`src/rtl/mem_fill_arbiter.sv`:
```
// Arbitrates I-cache and D-cache miss fills onto one shared word-wide memory port.
// D-side wins simultaneous requests; one block is issued and received per grant.
module mem_fill_arbiter #(
    parameter int BLOCK_WORDS = 8
) (
    input  logic                           clk,
    input  logic                           rst,
    input  logic                           icache_miss,
    input  logic [15:0]                    icache_miss_addr,
    input  logic                           dcache_miss,
    input  logic [15:0]                    dcache_miss_addr,
    output logic                           mem_en,
    output logic [15:0]                    mem_addr,
    input  logic                           mem_data_valid,
    output logic                           fill_wen_i,
    output logic                           fill_wen_d,
    output logic [$clog2(BLOCK_WORDS)-1:0] fill_word,
    output logic                           fill_done_i,
    output logic                           fill_done_d,
    output logic                           istall,
    output logic                           dstall
);

    localparam int WW = $clog2(BLOCK_WORDS);
    localparam logic [15:0] OFS_MASK  = 16'(2 * BLOCK_WORDS - 1);
    localparam logic [WW:0] ISSUE_END = (WW + 1)'(BLOCK_WORDS);
    localparam logic [WW-1:0] RX_LAST = WW'(BLOCK_WORDS - 1);

    typedef enum logic [2:0] {IDLE, FILL_I, FILL_D, DONE_I, DONE_D} state_t;

    state_t        state;
    state_t        state_nxt;
    logic [WW:0]   issue_cnt;
    logic [WW-1:0] rx_cnt;
    logic [15:0]   base_addr;
    logic          filling;
    logic          rx_fire;

    assign filling = (state == FILL_I) || (state == FILL_D);
    assign rx_fire = filling && mem_data_valid;

    // Counters restart in every IDLE cycle so a grant always begins at word 0.
    always_ff @(posedge clk or posedge rst) begin
        if (rst) begin
            state     <= IDLE;
            issue_cnt <= '0;
            rx_cnt    <= '0;
            base_addr <= '0;
        end else begin
            state <= state_nxt;
            if (state == IDLE) begin
                issue_cnt <= '0;
                rx_cnt    <= '0;
                if (dcache_miss)
                    base_addr <= dcache_miss_addr & ~OFS_MASK;
                else if (icache_miss)
                    base_addr <= icache_miss_addr & ~OFS_MASK;
            end else if (filling) begin
                if (issue_cnt != ISSUE_END)
                    issue_cnt <= issue_cnt + 1'b1;
                if (rx_fire && (rx_cnt != RX_LAST))
                    rx_cnt <= rx_cnt + 1'b1;
            end
        end
    end

    always_comb begin
        state_nxt   = state;
        mem_en      = 1'b0;
        mem_addr    = '0;
        fill_wen_i  = 1'b0;
        fill_wen_d  = 1'b0;
        fill_word   = '0;
        fill_done_i = 1'b0;
        fill_done_d = 1'b0;

        if (filling && (issue_cnt != ISSUE_END)) begin
            mem_en   = 1'b1;
            mem_addr = base_addr + (16'(issue_cnt) << 1);
        end
        if (rx_fire)
            fill_word = rx_cnt;

        case (state)
            IDLE: begin
                if (dcache_miss)
                    state_nxt = FILL_D;
                else if (icache_miss)
                    state_nxt = FILL_I;
            end
            FILL_I: begin
                fill_wen_i = mem_data_valid;
                if (rx_fire && (rx_cnt == RX_LAST))
                    state_nxt = DONE_I;
            end
            FILL_D: begin
                fill_wen_d = mem_data_valid;
                if (rx_fire && (rx_cnt == RX_LAST))
                    state_nxt = DONE_D;
            end
            DONE_I: begin
                fill_done_i = 1'b1;
                state_nxt   = IDLE;
            end
            DONE_D: begin
                fill_done_d = 1'b1;
                state_nxt   = IDLE;
            end
            default: state_nxt = IDLE;
        endcase
    end

    // In DONE the served requester is released, so only the other side's miss keeps the stall.
    always_comb begin
        istall = 1'b0;
        case (state)
            IDLE:           istall = icache_miss | dcache_miss;
            FILL_I, FILL_D: istall = 1'b1;
            DONE_I:         istall = dcache_miss;
            DONE_D:         istall = icache_miss;
            default:        istall = 1'b1;
        endcase
        dstall = istall;
    end

endmodule

```
`config.mk`:
```
export PLATFORM = sky130hd
export DESIGN_NAME = mem_fill_arbiter
export DESIGN_NICKNAME = d
export VERILOG_FILES = /design/src/rtl/mem_fill_arbiter.sv
export SDC_FILE = /design/constraint.sdc
export NUM_CORES = 1
export LEC_CHECK = 0
export CORE_MARGIN = 10
export CORE_UTILIZATION = 43
export CTS_CLUSTER_SIZE = 14
export DETAILED_ROUTE_END_ITERATION = 8
export PLACE_DENSITY = 0.87
export SYNTH_ARGS = -nofsm -noshare
export SYNTH_HDL_FRONTEND = slang
export SYNTH_SLANG_ARGS = --single-unit
```
`constraint.sdc`:
```
create_clock -name clk -period 2.4 [get_ports clk]
set_clock_uncertainty 0.05 [all_clocks]
set_input_delay 0.72 -clock clk [delete_from_list [all_inputs] [get_ports clk]]
set_output_delay 0.72 -clock clk [all_outputs]
set_load 0.005 [all_outputs]
```
# Word level (Yosys, flattened, before mapping)

Cells that the tools add are included.

Flip-flop bits (word level): 26
Input bits: 37
Output and inout bits: 26
Word-level logic and storage cells: 53

$add $sub $neg: 3
Equal/unequal tests: 10
Multiplexer cells: 21
Bitwise operators: 1
Reduce and logical (&&, ||, !) cells: 14

Operators with widths:

| kind                | count |
|---|---|
| $mux 16             | 3 |
| $mux 3              | 8 |
| $add 16x5->16       | 1 |
| $mux 4              | 3 |
| $pmux 3 s3          | 1 |
| $reduce_bool 2->1   | 4 |
| $eq 3x2->1 const B  | 2 |
| $eq 3x3->1 const B  | 2 |
| $ne 3x3->1 const B  | 2 |
| $reduce_and 2->1    | 3 |
| $mux 1              | 5 |
| $add 4x1->4 const B | 1 |
| $logic_and 1x1->1   | 4 |
| $ne 2x1->1 const B  | 2 |
| $ne 4x4->1 const B  | 1 |
| $add 3x1->3 const B | 1 |
| $eq 3x1->1 const B  | 1 |
| $logic_not 3->1     | 1 |
| $pmux 1 s3          | 1 |
| $reduce_and 3->1    | 1 |
| $logic_or 1x1->1    | 1 |
| $or 1x1->1          | 1 |

# Longest topological paths before layout

Depth in word-level cells: 7
Depth in mapped cells: 7
Gate-level depth less buffers: 7

# Worst setup path after synthesis

Ideal clock, no wire load.

Kind: in2out
Start point: input dcache_miss
End point: output istall
Data arrival time: 1.521 ns
Data required time: 1.630 ns
Slack: 0.109 ns
Stages: 5
Path buffers: 2
Cells stage by stage: clkbuf_1 > inv_1 > o21ai_0 > a2bb2oi_1 > buf_4

Longest elaborated chain between the ends: 2

RTL lines:

| what               | line | source |
|---|---|---|
| start: declaration | 10   | `input logic dcache_miss,` |
| $or 1x1->1         | 117  | `IDLE: istall = icache_miss \| dcache_miss;` |
| $pmux 1 s3 (*)     | 116  | `case (state)` |
| end: declaration   | 20   | `output logic istall,` |

Every way passes the cells marked *; elsewhere a longest branch is shown, timed or not.

# Worst setup path in the final report

Start point: register issue_cnt[3]
End point: output mem_addr[15]

Longest elaborated chain between the ends: 3
Elaborated cells between the ends (all ways): 4
Those cells by class: 1 x add/sub; 1 x eq/ne; 1 x mux; 1 x reduce/logical

RTL lines:

| what                                                  | line | source |
|---|---|---|
| start: declaration                                    | 33   | `logic [WW:0] issue_cnt;` |
| start signal: assignment                              | 60   | `issue_cnt <= issue_cnt + 1'b1;` |
| branches (longest 2 deep; another with $add 16x5->16) | --   |  |
| $mux 16 (*)                                           | 77   | `if (filling && (issue_cnt != ISSUE_END)) begin` |
| end: declaration                                      | 13   | `output logic [15:0] mem_addr,` |

Mark *: on every way between the ends.

==> impl_metrics.toml <==
[critical_path]
cp.required_ns = 1.63
worstReg2RegStart = "state[1]$_DFFE_PP0P_"
crit_path_start = "issue_cnt[3]$_DFFE_PP0P_"
rrSetupSlack_ns = 0.35
critPathKind = "reg2out"
worst-endpoint-arrival_ns = 1.85
reg2regPathDepth = 7
r2r_end = "base_addr[4]$_DFFE_PP0P_"
endpoint_kind = "primary output"
startpoint_type = "register"
crit_fanout = 3

[yosys]
synth_common_cells = "27 x nor2_1, 22 x dfrtp_1, 17 x a21oi_1"
syn-cell-area_mm2 = 0.001539
synth-seq-cells = 22
synth_edf_count = 0
synth_nets = 220
ys_async_sr_fraction = 1.000
synth_top_area_cell = "dfrtp_1"
yosysWarnings = 0
synthDistinctLibCells = 41
synthTopCellsByArea = "dfrtp_1 36%, mux2i_1 7.8%, nor2_1 6.6%"
postSynthCellCount = 177
syn_area_per_cell_um2 = 8.695
yosys_most_used_dff = "dfrtp_1"
yosysMostFrequentCell = "nor2_1"
synth_top_area_frac = 0.3577
ys_seq_area_frac = 0.3577

[pwr]
power_density_mw_per_mm2 = 1213
pwr-share-clk = 0.067
switching_power_mw = 1.338
p_comb_frac = 0.710
swShare = 0.4230
power.total_mw = 3.163
seqPwrFrac = 0.223
leakagePower_nw = 1.199
ir_drop_mv = 0.6241
p_int_mw = 1.825

[drt]
drt_wl_total_mm = 5.733
drt-initial-drc-count = 151
drt_pass1_iterations = 4
dr_total_vias = 1707
wl_per_cell_um = 18.09
ant_nets = 0
vias_per_cell = 5.385
drc_errors = 0

[global_routing]
grt_start_max_net_pins = 25
grt_overflow = 0
antenna_found_initial = 0
grt_pass1_vias = 1777
grtUsageTotal = 0.1680
grt_pass1_wl_mm = 8.797

[hold_path]
min_to = "rx_cnt[1]$_DFFE_PP0P_"
min_from = "rx_cnt[1]$_DFFE_PP0P_"
holdCritPathClass = "reg2reg"
holdPathStages = 1

[timing]
rsz0062_at_grt = "yes"
tightest_slew_ns = 0.5744
layout_min_cycle_time_ns = 2.620
finalWorstSetupSlack_ns = -0.2202
fmax_mhz = 381.7
min_period_over_period = 1.092
setup_viol = 11
slew_viol_final = 0
hold_viol = 0
max-slew-margin-rel = 0.6071

[status]
violations = "setup timing"
status = "complete, but fails checks"

[cells_and_area]
areaGrowthSynthToFinish_pct = 69.43
multi_input_area_mm2 = 0.001084
drive_gt1_frac = 0.3985
diodes = 0
final_cell_area_mm2 = 0.002608
regArea_um2 = 551.8
nets = 315
fill_cells = 216

[clocking]
cts_buffers = 3
cts_tree = "built"
clkLatencyLatePin_ns = 0.31
cts_root_buffer = "clkbuf_4"
clk_pin_slew_ns = 0.13
cts_max_path_buffers = 2
cts-hold-fix-buffers = 0
htreeDepth = 1
cts_sinks = 22

[floorplan]
die_w_um = 79.83
die_area_mm2 = 0.006372
ios = 63
std_cell_rows = 21
die_y_um = 79.83
core_mm2 = 0.003390
start_util = 0.4540

[placement]
portBuffers = 53
place_congestion = 0.8129
dpl-instance-area_mm2 = 0.002285
dp_hpwl_mm = 3.479

[flow_run]
max-cap-violations = 0
[repair_timing]
action                                  in CTS  in global routing
setup buffers                               13                  8
pin swaps                                   16                 17
gates resized for setup                     98                 43
gates cloned                                 1                  0
endpoints found under the hold margin        0                  0
endpoints found under the setup margin      25                 23
[worst max path at each step]
stage	to	slack [ns]	cells past startpoint
2_1_floorplan	istall	0.11	5
5_1_grt	mem_addr[15]	-0.31	6
4_1_cts	mem_addr[15]	-0.19	6
3_3_place_gp	istall	-0.53	5
6_report	mem_addr[15]	-0.22	6
3_5_place_dp	fill_wen_d	-0.59	3
[state kept, by name (all words and copies together) (netlist names)]
signal and cells:
base_addr 12, state 3, rx_cnt 3, issue_cnt 4
[power by group through the flow]
stage | Sequential, mW | Clock [mW] | Combinational (mW)
after global routing | 0.723 | 0.223 | 2.45
after CTS | 0.669 | 0.207 | 1.89
after detailed placement | 0.664 | 0 | 1.81
after global placement | 0.655 | 0 | 1.76
after floorplan | 0.686 | 0 | 0.821
final | 0.704 | 0.212 | 2.25
[through the flow]
stage                     setup WS (ns)  hold WS (ns)  instances  TNS, ns    util
final                           -0.2202        0.5072        317  -0.9233  0.7693
after global routing            -0.3051        0.5494        317   -2.148  0.7693
after CTS                       -0.1921        0.5100        310  -0.9302  0.7279
after detailed placement        -0.5892        0.4815        293   -4.454  0.6740
after global placement          -0.5330        0.4767        293   -4.044  0.6740
after floorplan                  0.1088        0.4490        177        0       -
[cells by family after synthesis]
logic type	count (synthesis)	share of synthesized area
compound gates	31	0.1260
xor+xnor	10	0.05691
fa+ha+maj	10	0.07480
buf+inv	19	0.05853
flops	22	0.3577
mux	13	0.08537
other cells	1	0.002437
simple gates	71	0.2382
[metal layers]
layer  share of wire  GRT usage  vias up
met2            0.52     0.2840       57
li1                -          -      803
met5               0          0        -
met1            0.41     0.2047      839
met3           0.052    0.02928        8
met4           0.016    0.06866        0
[layout by cell type, fill, tap and decap left out, drive strengths merged, types with 2 or more instances in the layout]
| cell type | netlist | routed |
|---|---|---|
| nand3b | 2 | 2 |
| xor2 | 6 | 6 |
| nand2 | 9 | 9 |
| nor4bb | 2 | 2 |
| dfrtp | 22 | 22 |
| o22a | 3 | 3 |
| and4 | 2 | 2 |
| and3 | 4 | 4 |
| a211oi | 3 | 3 |
| clkdlybuf4s50 | 0 | 26 |
| nor3 | 5 | 5 |
| mux2i | 12 | 12 |
| clkbuf | 4 | 9 |
| and2 | 4 | 4 |
| dlygate4sd2 | 0 | 4 |
| nand4 | 2 | 2 |
| xnor2 | 4 | 4 |
| inv | 6 | 6 |
| nand3 | 5 | 5 |
| or2 | 3 | 3 |
| clkdlybuf4s15 | 0 | 2 |
| a21oi | 17 | 17 |
| ha | 6 | 6 |
| maj3 | 4 | 4 |
| buf | 9 | 65 |
| nor2 | 27 | 27 |
| o21ai | 3 | 3 |
[final cells by class]
class,instances,share of cell area
tap,46,0.02207
multi-input combinational,136,0.4155
clock buffer,4,0.01392
sequential,22,0.2116
timing repair buffer,103,0.3273
inverter,6,0.009597
[worst max-delay path, stage by stage (launching register included)]
cell     delay (ns)
dfrtp_1        0.44
ha_4           0.20
nand3_4        0.09
or2_4          0.26
or3_4          0.33
a21oi_2        0.11
buf_2          0.12
Note: power is estimated with default switching activity, not from simulation.
